[config.mk]
export PLATFORM = sky130hd
export DESIGN_NAME = sd_read_arbiter
export DESIGN_NICKNAME = d
export VERILOG_FILES = /design/src/rtl/sd_read_arbiter.sv
export SDC_FILE = /design/constraint.sdc
export NUM_CORES = 1
export LEC_CHECK = 0
export BUFFER_PORTS_ARGS = -buffer_cell sky130_fd_sc_hd__buf_4
export CORE_UTILIZATION = 46
export CTS_CLUSTER_SIZE = 16
export DETAILED_ROUTE_END_ITERATION = 8
export MAX_ROUTING_LAYER = met4
export PLACE_DENSITY = 0.84
export SLEW_MARGIN = 5
export SYNTH_ARGS = -nofsm -noshare
export SYNTH_HDL_FRONTEND = slang
export SYNTH_SLANG_ARGS = --single-unit
[constraint.sdc]
create_clock -name clk_100mhz -period 2.1 [get_ports clk_100mhz]
set_input_delay 0 -clock clk_100mhz [delete_from_list [all_inputs] [get_ports clk_100mhz]]
set_output_delay 0 -clock clk_100mhz [all_outputs]
set_load 0.05 [all_outputs]
[src/rtl/sd_read_arbiter.sv]
// Two-requester arbiter in front of one sd_controller read port: grants one full sector read and streams its bytes back.
// Build option SD_ARB_SDHC_EN: defined = block addressing (sector as-is), undefined = byte addressing (sector * BLOCK_BYTES).
module sd_read_arbiter #(
    parameter int BLOCK_BYTES = 512
) (
    input  logic        clk_100mhz,
    input  logic        rst,
    input  logic [1:0]  req,
    input  logic [31:0] sector0,
    input  logic [31:0] sector1,
    output logic [1:0]  gnt,
    output logic [1:0]  done,
    output logic [7:0]  rdata,
    output logic        rvalid,
    output logic        rlast,
    output logic        busy,
    input  logic        sd_ready,
    input  logic [7:0]  sd_dout,
    input  logic        sd_byte_available,
    output logic        sd_rd,
    output logic [31:0] sd_addr
);

    localparam int SHIFT = $clog2(BLOCK_BYTES);
    localparam int CW    = SHIFT + 1;

    typedef enum logic [1:0] {IDLE, ISSUE, STREAM, DONE} state_t;

    state_t        state_q, state_d;
    logic [1:0]    gnt_q, gnt_d;
    logic [1:0]    done_q, done_d;
    logic [7:0]    rdata_q, rdata_d;
    logic          rvalid_q, rvalid_d;
    logic          rlast_q, rlast_d;
    logic          sd_rd_q, sd_rd_d;
    logic [31:0]   sd_addr_q, sd_addr_d;
    logic          last_gnt_q, last_gnt_d;
    logic [CW-1:0] cnt_q, cnt_d;
    logic          bav_prev_q;

    logic [1:0]    req_eff;
    logic          byte_edge;
    logic          win;

    function automatic logic [31:0] map_addr(input logic [31:0] sector);
`ifdef SD_ARB_SDHC_EN
        return sector;
`else
        return sector << SHIFT;
`endif
    endfunction

    always_comb begin
        state_d    = state_q;
        gnt_d      = gnt_q;
        done_d     = 2'b00;
        rdata_d    = rdata_q;
        rvalid_d   = 1'b0;
        rlast_d    = 1'b0;
        sd_rd_d    = sd_rd_q;
        sd_addr_d  = sd_addr_q;
        last_gnt_d = last_gnt_q;
        cnt_d      = cnt_q;
        win        = 1'b0;
        // The requester being told it is done cannot be re-granted in that same cycle.
        req_eff    = req & ~done_q;
        byte_edge  = sd_byte_available & ~bav_prev_q;

        case (state_q)
            IDLE: begin
                if (sd_ready && (req_eff != 2'b00)) begin
                    win       = (req_eff == 2'b11) ? ~last_gnt_q : req_eff[1];
                    gnt_d     = win ? 2'b10 : 2'b01;
                    sd_addr_d = map_addr(win ? sector1 : sector0);
                    sd_rd_d   = 1'b1;
                    state_d   = ISSUE;
                end
            end
            ISSUE: begin
                if (!sd_ready) begin
                    sd_rd_d = 1'b0;
                    cnt_d   = '0;
                    state_d = STREAM;
                end
            end
            STREAM: begin
                if (byte_edge) begin
                    rdata_d  = sd_dout;
                    rvalid_d = 1'b1;
                    cnt_d    = cnt_q + CW'(1);
                    if (cnt_q == CW'(BLOCK_BYTES - 1)) begin
                        rlast_d = 1'b1;
                        state_d = DONE;
                    end
                end
            end
            DONE: begin
                if (sd_ready) begin
                    done_d     = gnt_q;
                    last_gnt_d = gnt_q[1];
                    gnt_d      = 2'b00;
                    state_d    = IDLE;
                end
            end
            default: state_d = IDLE;
        endcase
    end

    always_ff @(posedge clk_100mhz or posedge rst) begin
        if (rst) begin
            state_q    <= IDLE;
            gnt_q      <= 2'b00;
            done_q     <= 2'b00;
            rdata_q    <= 8'h00;
            rvalid_q   <= 1'b0;
            rlast_q    <= 1'b0;
            sd_rd_q    <= 1'b0;
            sd_addr_q  <= 32'h0;
            last_gnt_q <= 1'b1;
            cnt_q      <= '0;
            bav_prev_q <= 1'b0;
        end else begin
            state_q    <= state_d;
            gnt_q      <= gnt_d;
            done_q     <= done_d;
            rdata_q    <= rdata_d;
            rvalid_q   <= rvalid_d;
            rlast_q    <= rlast_d;
            sd_rd_q    <= sd_rd_d;
            sd_addr_q  <= sd_addr_d;
            last_gnt_q <= last_gnt_d;
            cnt_q      <= cnt_d;
            bav_prev_q <= sd_byte_available;
        end
    end

    assign gnt     = gnt_q;
    assign done    = done_q;
    assign rdata   = rdata_q;
    assign rvalid  = rvalid_q;
    assign rlast   = rlast_q;
    assign busy    = (state_q != IDLE);
    assign sd_rd   = sd_rd_q;
    assign sd_addr = sd_addr_q;

endmodule

==> impl_metrics.yaml, run 1 <==
outcome:
  status: "finished, violations left"
  violations: "hold timing"
critical_path:
  crit_type: "reg -> reg"
  cpMostUsedCell: "inv_1"
  crit_arrival_ps: 2220
  path_max_fanout: 40
  crit_buf_inv: 3
  start_kind: "flop"
  required_ps: 2310
  path_cells: "inv_1 > ha_1 > inv_1 > a211oi_4 > buf_12 > nor2_1 > a21oi_1"
  end_kind: "flop"
  crit_slowest_cell: "dfrtp_1"
  critical-path-top-delay-family: "compound AO/OA/AOI/OAI gates"
  critPathMaxStageDelay_ps: 420
synth:
  ys_warn_count: 0
  synth_common_cells: "dfrtp_1 (51), a21oi_1 (32), nor2_1 (25)"
  synth_area_leaders: "dfrtp_1 (50%), mux2i_1 (9.0%), a21oi_1 (6.3%)"
  netlist_area_um2: 2560
  synth_edf_count: 0
  ys_ff_latch: 52
  synthArstFlopShare_pct: 100
  netlist_instances: 247
  synth_top_area_cell: "dfrtp_1"
  synth_top_area_share_pct: 49.9
  synth_flop_cell: "dfrtp_1"
  yosysMostFrequentCell: "dfrtp_1"
  avgSynthCellArea_um2: 10.3
  synth.distinct_cells: 42
  yosysSeqAreaShare_pct: 51.0
clock_tree:
  htree_levels: 2
  numCtsBuffers: 5
  clkSinkCount: 52
  clk_latency_ps: 310
  path_clk_slew_ps: 100
  cts_root_buf: "clkbuf_8"
  clockBufferDepth: 2
  cts_tree: "built"
grt:
  grt_pass1_vias: 2683
  grt_max_degree: 41
  overflow: 0
  antenna_found_initial: 0
  grt_usage_pct: 29.2
  grt_pass1_wl_um: 12800
power:
  leakage_nw: 1.91
  p_comb_share_pct: 58.3
  switching_power_mw: 2.88
  switching_share_pct: 50.4
  irDropWorstVdd_uv: 1010
  finalPower_mw: 5.71
  power.density_nw_per_um2: 1470
  pwr-share-seq_pct: 29.4
  p_int_mw: 2.84
  clockPowerShare_pct: 12.3
drt:
  drtAntennaViolNets: 0
  drtIter0Drc: 146
  vias_per_cell: 5.50
  via_count: 2531
  drt_pre_antenna_iters: 4
  post_drt_wl_per_cell_um: 17.5
  finalWirelength_um: 8060
  drc: 0
floorplanning:
  die_width_um: 76.5
  core_area_um2: 5240
  die_y_um: 76.5
  dieArea_um2: 5860
  ioPinCount: 126
  start_util_pct: 48.8
  rows: 26
final_layout:
  area_growth_pct: 51.9
  final_nets: 473
  drive_gt1_share_pct: 35.4
  antennaDiodeCount: 0
timing:
  skew_ps: 12.1
  drv_slew: 0
  grt_setup_unrepaired: "no"
  setup-tns-final_ps: 0
  whs_ps: -3.84
  slew_headroom_pct: 62.2
  tightest_slew_ps: 565
  fin_ws_ps: 91.4
  finalHoldViolations: 2
  period_minus_slack_ps: 2010
  setup_viol: 0
  fmax_mhz: 498
  fin_crit_sh_pct: 95.6
placed_design:
  dpl.hpwl_um: 4350
  gp_congestion: 0.758
  place_ws_ps: 188
  io_buffers: 98
hold_path:
  hp-class: "in -> reg"
run:
  maxCapViolations: 0
-- state kept, by name, indices dropped and copies added (netlist names), 2 cells and up --
signal and count:
gnt 2, sd_addr 23, done 2, cnt_q 10, state_q 2, rdata 8
-- cell families (layout without fill, tap and decap cells) --
group | after synthesis | count (layout) | share of synthesized area (%)
simple gates | 65 | 65 | 12.4
other cells | 1 | 9 | 0.147
fa+ha+maj | 6 | 6 | 2.94
flops | 52 | 52 | 51.0
compound gates | 62 | 62 | 14.4
buf+inv | 29 | 164 | 6.22
mux | 32 | 32 | 13.0
-- routing by layer --
layer	track usage [%]	part of all wire (%)	wire length, µm	up-vias
met5	-	0	0	-
met4	14.0	3.6	289	0
met3	6.83	6.6	531	31
met2	51.5	53	4290	135
met1	30.6	37	2950	1234
li1	-	-	-	1131
-- worst reg2reg max path: cells and delay by family (launching register included) --
kind / cells / cell delay [ps]
buf+inv: 3 / 550
flops: 1 / 420
compound gates: 2 / 560
fa+ha+maj: 1 / 290
simple gates: 1 / 90
-- repair_timing --
action                                  in CTS  in global routing
hold buffers                                37                  0
endpoints found under the setup margin       0                 20
gates resized for setup                      0                  2
setup buffers                                0                  4
endpoints found under the hold margin       42                  0
-- layout make-up --
cell class              count  area (µm²)
flip-flops and latches     52        1300
inverters                  10        37.5
multi-input cells         174        1140
fillers                   309        1360
clock inverters             3        42.5
well taps                  70        87.6
repair buffers            146        1200
clock buffers               5        68.8
-- metrics by stage --
| stage | utilization (%) | instances | cell area (µm²) | hold slack, ps |
|---|---|---|---|---|
| floorplan | - | 255 | 2590 | 31.4 |
| global placement | 64.3 | 411 | 3370 | -28.3 |
| CTS | 73.5 | 456 | 3850 | 0.103 |
| detailed placement | 64.3 | 411 | 3370 | -22.0 |
| global route | 74.1 | 460 | 3880 | 16.6 |
| finish | 74.1 | 460 | 3880 | -3.84 |
-- placed cells by master (no fill, tap or decap), types with 2 or more instances in the layout --
cell,netlist,routed
nand2_1,15,14
nand3_1,3,3
mux2_2,9,9
a22oi_1,2,2
nor3_1,2,2
or2_2,2,2
o2bb2ai_1,2,2
inv_1,9,8
o21ai_0,11,11
mux2i_1,23,23
ha_1,6,5
conb_1,1,9
inv_2,1,2
clkbuf_8,0,5
o31ai_1,5,5
buf_4,11,108
or4_1,2,2
nor2_1,25,25
dlygate4sd3_1,0,37
a21o_1,2,2
dfrtp_1,51,51
and3_1,4,4
nand2b_1,3,3
a21oi_1,32,32
-- power groups by stage --
stage,logic [mW],clock network [mW],registers [mW]
after floorplan,1.00,0,2.78
after global placement,3.04,0,1.62
after detailed placement,3.11,0,1.63
after CTS,3.17,0.695,1.62
after global routing,3.50,0.734,1.71
final,3.33,0.703,1.68
-- path summary, 6_finish.rpt --
kind | startpoint | end | slack, ps | depth (start not counted)
worst max register to register | state_q[0] | sd_addr[11] | 90 | 7
max in group asynchronous | rst | last_gnt_q | 1290 | 4
worst min-delay path | sector1[13] | sd_addr[22] | -4 | 3
worst max-delay path | state_q[0] | sd_addr[11] | 90 | 7
min in group asynchronous | rst | sd_addr[18] | 190 | 3
worst min register to register | rdata[0] | rdata[0] | 510 | 1
Power figures use the tool's default switching activity.
==> run 2: changes to the inputs <==
Settings changed: CORE_MARGIN set to 3.
==> impl_metrics.yaml, run 2 (synthesis gave the netlist of run 1 again) <==
placed_design:
  dpl.hpwl_um: 4590
  gp_congestion: 0.780
  io_buffers: 98
  place_area_um2: 3370
power:
  power.density_nw_per_um2: 1470
  irDropWorstVdd_uv: 839
  leakage_nw: 1.90
drt:
  vias_per_cell: 5.42
  drtAntennaViolNets: 0
  drtIter0Drc: 175
  post_drt_wl_per_cell_um: 17.5
  drt_pre_antenna_iters: 6
  finalWirelength_um: 8060
  drc: 0
  via_count: 2494
critical_path:
  required_ps: 2340
  critical-path-top-delay-family: "simple AND/OR/NAND/NOR gates"
  crit_type: "reg -> reg"
  path_max_fanout: 4
  critPathMaxStageDelay_ps: 520
  crit_slowest_cell: "or4_1"
  r2r_setup_slack_ps: 10
  path_cells: "inv_1 > ha_2 > or2_2 > o211ai_1 > buf_4 > or4_1 > a21oi_1"
  start_kind: "flop"
  end_kind: "flop"
  crit_arrival_ps: 2330
  crit_buf_inv: 2
grt:
  grt_pass1_vias: 2636
  grt_usage_pct: 25.8
  antenna_found_initial: 0
  grt_max_degree: 43
  grt_pass1_wl_um: 12400
  overflow: 0
clock_tree:
  path_clk_slew_ps: 100
  clk_latency_ps: 310
  cts_tree: "built"
  clockBufferDepth: 2
  clkSinkCount: 52
  cts_root_buf: "clkbuf_8"
  htree_levels: 2
  numCtsBuffers: 5
floorplanning:
  core_area_um2: 5240
  rows: 26
  die_y_um: 80.5
  die_width_um: 80.5
  dieArea_um2: 6490
  start_util_pct: 48.8
  ioPinCount: 126
timing:
  period_minus_slack_ps: 2090
  whs_ps: 12.9
  fmax_mhz: 478
  skew_ps: 9.39
  fin_crit_sh_pct: 99.5
  drv_slew: 0
  finalHoldViolations: 0
  setup_viol: 0
final_layout:
  antennaDiodeCount: 0
  final_nets: 473
  drive_gt1_share_pct: 36.7
  largest_reg_flops: 23
  design_area_um2: 3880
  final_cell_mix: "buf_4 (107), dfrtp_1 (51), dlygate4sd3_1 (37)"
  area_growth_pct: 51.9
  mostFrequentLayoutCell: "buf_4"
outcome:
  status: "finished clean"
run:
  maxCapViolations: 0
hold_path:
  hp-class: "in -> reg"
==> run 2: stage by stage <==
step                cells  util (%)  worst slack [ps]  TNS (ps)  power, mW
floorplan             255         -               208         0       3.78
global placement      411      64.3               201         0       4.67
detailed placement    411      64.3              83.8         0       4.77
CTS                   456      73.2              49.8         0       5.44
global route          460      74.2             -13.9     -13.9       5.96
finish                460      74.2              10.0         0       5.69
==> run 2: area by class of cell <==
class | count | area, µm²
timing repair buffer | 146 | 1200
multi-input combinational | 174 | 1150
fill | 296 | 1350
sequential | 52 | 1300
clock buffer | 5 | 68.8
inverter | 10 | 37.5
clock inverter | 3 | 27.5
tap | 70 | 87.6
==> run 2: path summary, 6_finish.rpt <==
path,startpoint,end,cells past startpoint
max reg2reg,state_q[1],cnt_q[9],7
min reg2reg,cnt_q[4],cnt_q[4],1
min in group asynchronous,rst,sd_addr[18],3
max in group asynchronous,rst,cnt_q[1],4
min,sector1[21],sd_addr[30],3
max,state_q[1],cnt_q[9],7
==> run 2: what timing repair did <==
action | CTS | global route
gates resized for setup | 0 | 8
setup buffers | 0 | 4
endpoints found under the hold margin | 43 | 0
setup endpoints to repair | 0 | 16
hold buffers | 37 | 0
==> run 2: tightest hold or removal path, cell delays in order <==
cell and delay, ps:
buf_4 80, mux2i_1 60, a21oi_1 140
==> run 2: layer usage <==
layer  global-route usage (%)  routed length (µm)
met2                     43.8                4100
met4                     11.8                 379
met1                     28.1                2990
met5                        -                   0
met3                     7.29                 587
==> run 2: power by group <==
| part | total (mW) | internal [mW] | leakage, nW | switching [mW] |
|---|---|---|---|---|
| registers | 1.67 | 1.39 | 0.623 | 0.287 |
| logic | 3.42 | 1.16 | 1.23 | 2.25 |
| clock network | 0.603 | 0.245 | 0.0463 | 0.358 |
